$ cat config.mk
export PLATFORM = sky130hd
export DESIGN_NAME = reg32_serial_tx
export DESIGN_NICKNAME = d
export VERILOG_FILES = /design/src/rtl/reg32_pkg.sv /design/src/rtl/bit_counter.sv /design/src/rtl/reg32_serial_tx.sv
export SDC_FILE = /design/constraint.sdc
export NUM_CORES = 1
export LEC_CHECK = 0
export CORE_UTILIZATION = 44
export DETAILED_ROUTE_END_ITERATION = 6
export PLACE_DENSITY = 0.75
export SKIP_LAST_GASP = 1
export SYNTH_ARGS = -nofsm -noshare
export SYNTH_HDL_FRONTEND = slang
export SYNTH_HIERARCHICAL = 1
export SYNTH_SLANG_ARGS = --single-unit
$ cat constraint.sdc
create_clock -name clk -period 1.6 [get_ports clk]
set_input_delay 0.32 -clock clk [delete_from_list [all_inputs] [get_ports clk]]
set_output_delay 0.32 -clock clk [all_outputs]
set_load 0.01 [all_outputs]
$ cat src/rtl/reg32_pkg.sv
// rtl/reg32_pkg.sv - shared state encoding and defaults for the serial word transmitter
package reg32_pkg;

  localparam int DEFAULT_WIDTH = 32;

  typedef enum logic [1:0] {
    ST_IDLE  = 2'd0,
    ST_SHIFT = 2'd1,
    ST_DONE  = 2'd2
  } state_e;

endpackage

$ cat src/rtl/bit_counter.sv
// rtl/bit_counter.sv - bit index counter that saturates at WIDTH-1 and flags the last bit
module bit_counter #(
  parameter int WIDTH = 32
) (
  input  logic clk_i,
  input  logic rst_i,
  input  logic clr_i,
  input  logic en_i,
  output logic tc_o
);

  localparam int CW = $clog2(WIDTH);

  logic [CW-1:0] cnt_q;
  logic [CW-1:0] cnt_d;

  assign tc_o = (cnt_q == CW'(WIDTH - 1));

  // Holds at the terminal count; only an idle-phase clear brings it back to zero.
  always_comb begin
    cnt_d = cnt_q;
    if (clr_i) begin
      cnt_d = '0;
    end else if (en_i && !tc_o) begin
      cnt_d = cnt_q + CW'(1);
    end
  end

  always_ff @(posedge clk_i) begin
    if (rst_i) begin
      cnt_q <= '0;
    end else begin
      cnt_q <= cnt_d;
    end
  end

endmodule

$ cat src/rtl/reg32_serial_tx.sv
// rtl/reg32_serial_tx.sv - captures a parallel word and shifts it out on a valid/ready serial link
module reg32_serial_tx
  import reg32_pkg::*;
#(
  parameter int WIDTH     = DEFAULT_WIDTH,
  parameter bit LSB_FIRST = 1'b1
) (
  input  logic             clk,
  input  logic             clear,
  input  logic [WIDTH-1:0] D,
  input  logic             Load,
  output logic             ready,
  output logic [WIDTH-1:0] Q,
  output logic             sout,
  output logic             sout_valid,
  input  logic             sout_ready,
  output logic             done
);

  state_e           state_q;
  logic             ready_q;
  logic             sout_valid_q;
  logic             done_q;
  logic [WIDTH-1:0] q_q;
  logic [WIDTH-1:0] shreg_q;
  logic [WIDTH-1:0] shreg_d;
  logic             beat;
  logic             last_bit;

  assign beat    = (state_q == ST_SHIFT) && sout_ready;
  assign shreg_d = LSB_FIRST ? (shreg_q >> 1) : (shreg_q << 1);

  bit_counter #(
    .WIDTH (WIDTH)
  ) u_bit_counter (
    .clk_i (clk),
    .rst_i (clear),
    .clr_i (state_q == ST_IDLE),
    .en_i  (beat),
    .tc_o  (last_bit)
  );

  always_ff @(posedge clk) begin
    if (clear) begin
      state_q      <= ST_IDLE;
      ready_q      <= 1'b1;
      sout_valid_q <= 1'b0;
      done_q       <= 1'b0;
      q_q          <= '0;
      shreg_q      <= '0;
    end else begin
      case (state_q)
        ST_IDLE: begin
          if (Load) begin
            q_q          <= D;
            shreg_q      <= D;
            ready_q      <= 1'b0;
            sout_valid_q <= 1'b1;
            state_q      <= ST_SHIFT;
          end
        end
        ST_SHIFT: begin
          if (beat) begin
            shreg_q <= shreg_d;
            if (last_bit) begin
              sout_valid_q <= 1'b0;
              done_q       <= 1'b1;
              state_q      <= ST_DONE;
            end
          end
        end
        ST_DONE: begin
          done_q  <= 1'b0;
          ready_q <= 1'b1;
          state_q <= ST_IDLE;
        end
        default: begin
          sout_valid_q <= 1'b0;
          done_q       <= 1'b0;
          ready_q      <= 1'b1;
          state_q      <= ST_IDLE;
        end
      endcase
    end
  end

  assign ready      = ready_q;
  assign sout_valid = sout_valid_q;
  assign done       = done_q;
  assign Q          = q_q;
  assign sout       = LSB_FIRST ? shreg_q[0] : shreg_q[WIDTH-1];

endmodule

==> results.yml <==
floorplan:
  die_h_um: 84.8
  die_width_um: 84.8
  rows: 29
  dieArea_um2: 7190
  ios: 72
  core-area_um2: 6490
  start_util_pct: 46.4
clock_network:
  holdBufCountCts: 0
  path_clk_slew_ns: 0.07
  htree_levels: 3
  cts-root-buf: "clkbuf_8"
  cts_made_buffers: 9
  worstSkewPairLatency_ns: 0.34
  postCtsSetupBuffers: 0
  numClockSinks: 74
  cts_tree: "done"
  cts_buffer_depth: 2
worst_setup_path:
  crit_family: "buffers and inverters"
  worstSetupEndpointType: "primary output"
  slowest_delay_ns: 0.57
  worstSetupPathType: "flip-flop to primary output"
  critPathArrivalTime_ns: 1.24
  reg2reg_depth: 6
  rrSetupSlack_ns: 0.05
  start_kind: "flip-flop"
  crit_fanout: 2
  r2r-start: "u_bit_counter/cnt_q[0]$_SDFFE_PP0P_"
  critPathRequiredTime_ns: 1.28
  crit_chain: "clkdlybuf4s50_1"
  slowest_stage: "clkdlybuf4s50_1"
  r2r-end: "u_bit_counter/cnt_q[3]$_SDFFE_PP0P_"
  critPathLaunch: "Q[24]$_SDFFE_PP0P_"
  cp.buffers_inverters: 1
yosys:
  avgSynthCellArea_um2: 9.03
  synth.largest_area_cell: "dfxtp_1"
  synth_cell_types: 35
  yosysMostFrequentCell: "dfxtp_1"
  syn_inst: 334
  synth_seq_area_share_pct: 49.1
  synthFlopType: "dfxtp_1"
  syn-cell-area_um2: 3020
  synth-edff-count: 0
  yosysWarnings: 6
  ys_ff_latch: 74
  async_flop_share_pct: 0
  synthesis.nets: 372
  ys_top_cells_by_count: "dfxtp_1 (74), nand2_1 (68), a21oi_1 (65), inv_1 (32), o221a_2 (26)"
  yosys-top-cells-area: "dfxtp_1 (49%), a21oi_1 (11%), o221a_2 (9.7%)"
  synthDominantCellAreaShare_pct: 49.1
timing:
  period_share_pct: 97.4
  finalHoldViolCount: 0
  worstMarginPinSlew_ns: 0.319
  fin_skew_ns: 0.00837
  setup_ws_ns: 0.0410
  setup_violations: 0
  timing.fmax_mhz: 641
  min_period_ns: 1.56
  drv_slew: 0
  timing.hold.ws_ns: 0.345
  slew_headroom_pct: 78.7
final_layout:
  seq_area_um2: 1480
  stdcell_area_um2: 4040
  multi_input_area_um2: 1210
  drive_above_1_share_pct: 17.8
  nFillCells: 569
  layoutNonFillerInstCount: 487
  antennaDiodeCount: 0
  area_delta_synth_final_pct: 34.0
  nets: 443
drt:
  drtIter0Drc: 176
  drc: 2
  via_count: 2519
  drt-pass1-iter-count: 7
  wirelength_um: 6660
  detail_route.wl_per_cell_um: 13.7
  vias_per_cell: 5.17
  antenna_left: 0
status:
  failed_checks: "DRC"
  outcome: "complete, but fails checks"
hold_path:
  worstHoldStart: "clear"
  whs_endpoint: "sout_valid$_SDFFE_PP0P_"
  whs_path_depth: 2
  hold_path.class: "input pin to flip-flop"
global_route:
  antenna_found_initial: 0
  grt_start_max_net_pins: 55
  grt_pass1_wl_um: 11000
  grt-ovfl-total: 0
  track_usage_pct: 19.5
  first_global_vias: 2394
placement:
  gp_congestion: 0.823
  dp_slack_ns: -0.214
  placedCellCount: 471
  dp_hpwl_um: 4490
  place_area_um2: 3770
  io_buffers: 71
power:
  powerDensity_nw_per_um2: 1080
  leakage_nw: 1.72
  peakVddDrop_mv: 0.567
  finalPower_mw: 4.38
run:
  max-cap-violations: 0
area by class of cell:
class | count | area share (%)
inverter | 32 | 2.97
timing repair buffer | 87 | 22.0
clock buffer | 10 | 3.16
clock inverter | 6 | 2.82
multi-input combinational | 201 | 30.0
sequential | 74 | 36.7
tap | 77 | 2.38
state kept, by name, indices dropped and copies added, names as in the netlist:
signal and cells:
Q 32, done 1, ready 1, shreg_q 32, sout_valid 1, state_q 2
u_bit_counter/cnt_q 5
per-stage QoR:
stage                     utilization, %    TNS (ns)
after floorplan                        -           0
after global placement              58.1       -9.28
after detailed placement            58.1      -10.22
after CTS                           61.9           0
after global routing                62.2  -0.0000955
final                               62.2           0
worst max-delay path by stage:
stage	to	slack, ns	cells past startpoint
2_1_floorplan	u_bit_counter/cnt_q[3]$_SDFFE_PP0P_	0.007	9
5_1_grt	u_bit_counter/cnt_q[3]$_SDFFE_PP0P_	-0.0001	6
6_report	Q[24]	0.04	1
3_3_place_gp	u_bit_counter/cnt_q[3]$_SDFFE_PP0P_	-0.17	7
4_1_cts	u_bit_counter/cnt_q[3]$_SDFFE_PP0P_	0.004	6
3_5_place_dp	u_bit_counter/cnt_q[3]$_SDFFE_PP0P_	-0.21	7
power breakdown:
group	internal, mW	switching (mW)
logic	0.328	0.274
clock network	1.04	0.702
registers	1.97	0.0702
total	3.34	1.05
cell families (layout without fill, tap and decap cells):
family	count (synthesis)	in the layout	synth area share, %
compound gates	106	106	24.7
simple gates	91	91	13.7
flops	74	74	49.1
buf+inv	59	135	11.1
fa+ha+maj	2	2	0.829
xor+xnor	2	2	0.581
per-layer routing:
| metal | up-vias | share of wire, % | GRT usage [%] |
|---|---|---|---|
| met1 | 1171 | 46 | 25.0 |
| met4 | 0 | 2.0 | 9.71 |
| met3 | 10 | 4.1 | 4.62 |
| li1 | 1275 | - | - |
| met2 | 63 | 48 | 30.7 |
| met5 | - | 0 | 0 |
worst reg2reg max path: cells and delay by family, from the launching register on:
kind | cells | cell delay (ns)
simple gates | 3 | 0.67
fa+ha+maj | 2 | 0.36
flops | 1 | 0.33
compound gates | 1 | 0.13
placed cells by master, fill, tap and decap left out, drive strengths merged, types with 2 or more instances in the layout:
cell type / netlist / final
dlymetal6s2s: 0 / 5
a21oi: 68 / 68
buf: 21 / 17
clkbuf: 6 / 10
nand2: 70 / 70
bufinv: 0 / 3
dfxtp: 74 / 74
a31oi: 2 / 2
nor2: 6 / 6
ha: 2 / 2
or2: 2 / 2
o21ai: 3 / 3
clkinvlp: 0 / 2
inv: 32 / 33
clkdlybuf4s50: 0 / 65
nand2b: 2 / 2
o221a: 31 / 31
and3: 2 / 2
repair_timing:
| item | 4_1_cts | 5_1_grt |
|---|---|---|
| hold endpoints to repair | 0 | 0 |
| resized for setup | 1 | 9 |
| pin swaps | 0 | 1 |
| setup endpoints to repair | 1 | 9 |
(Power assumes the default switching activity.)
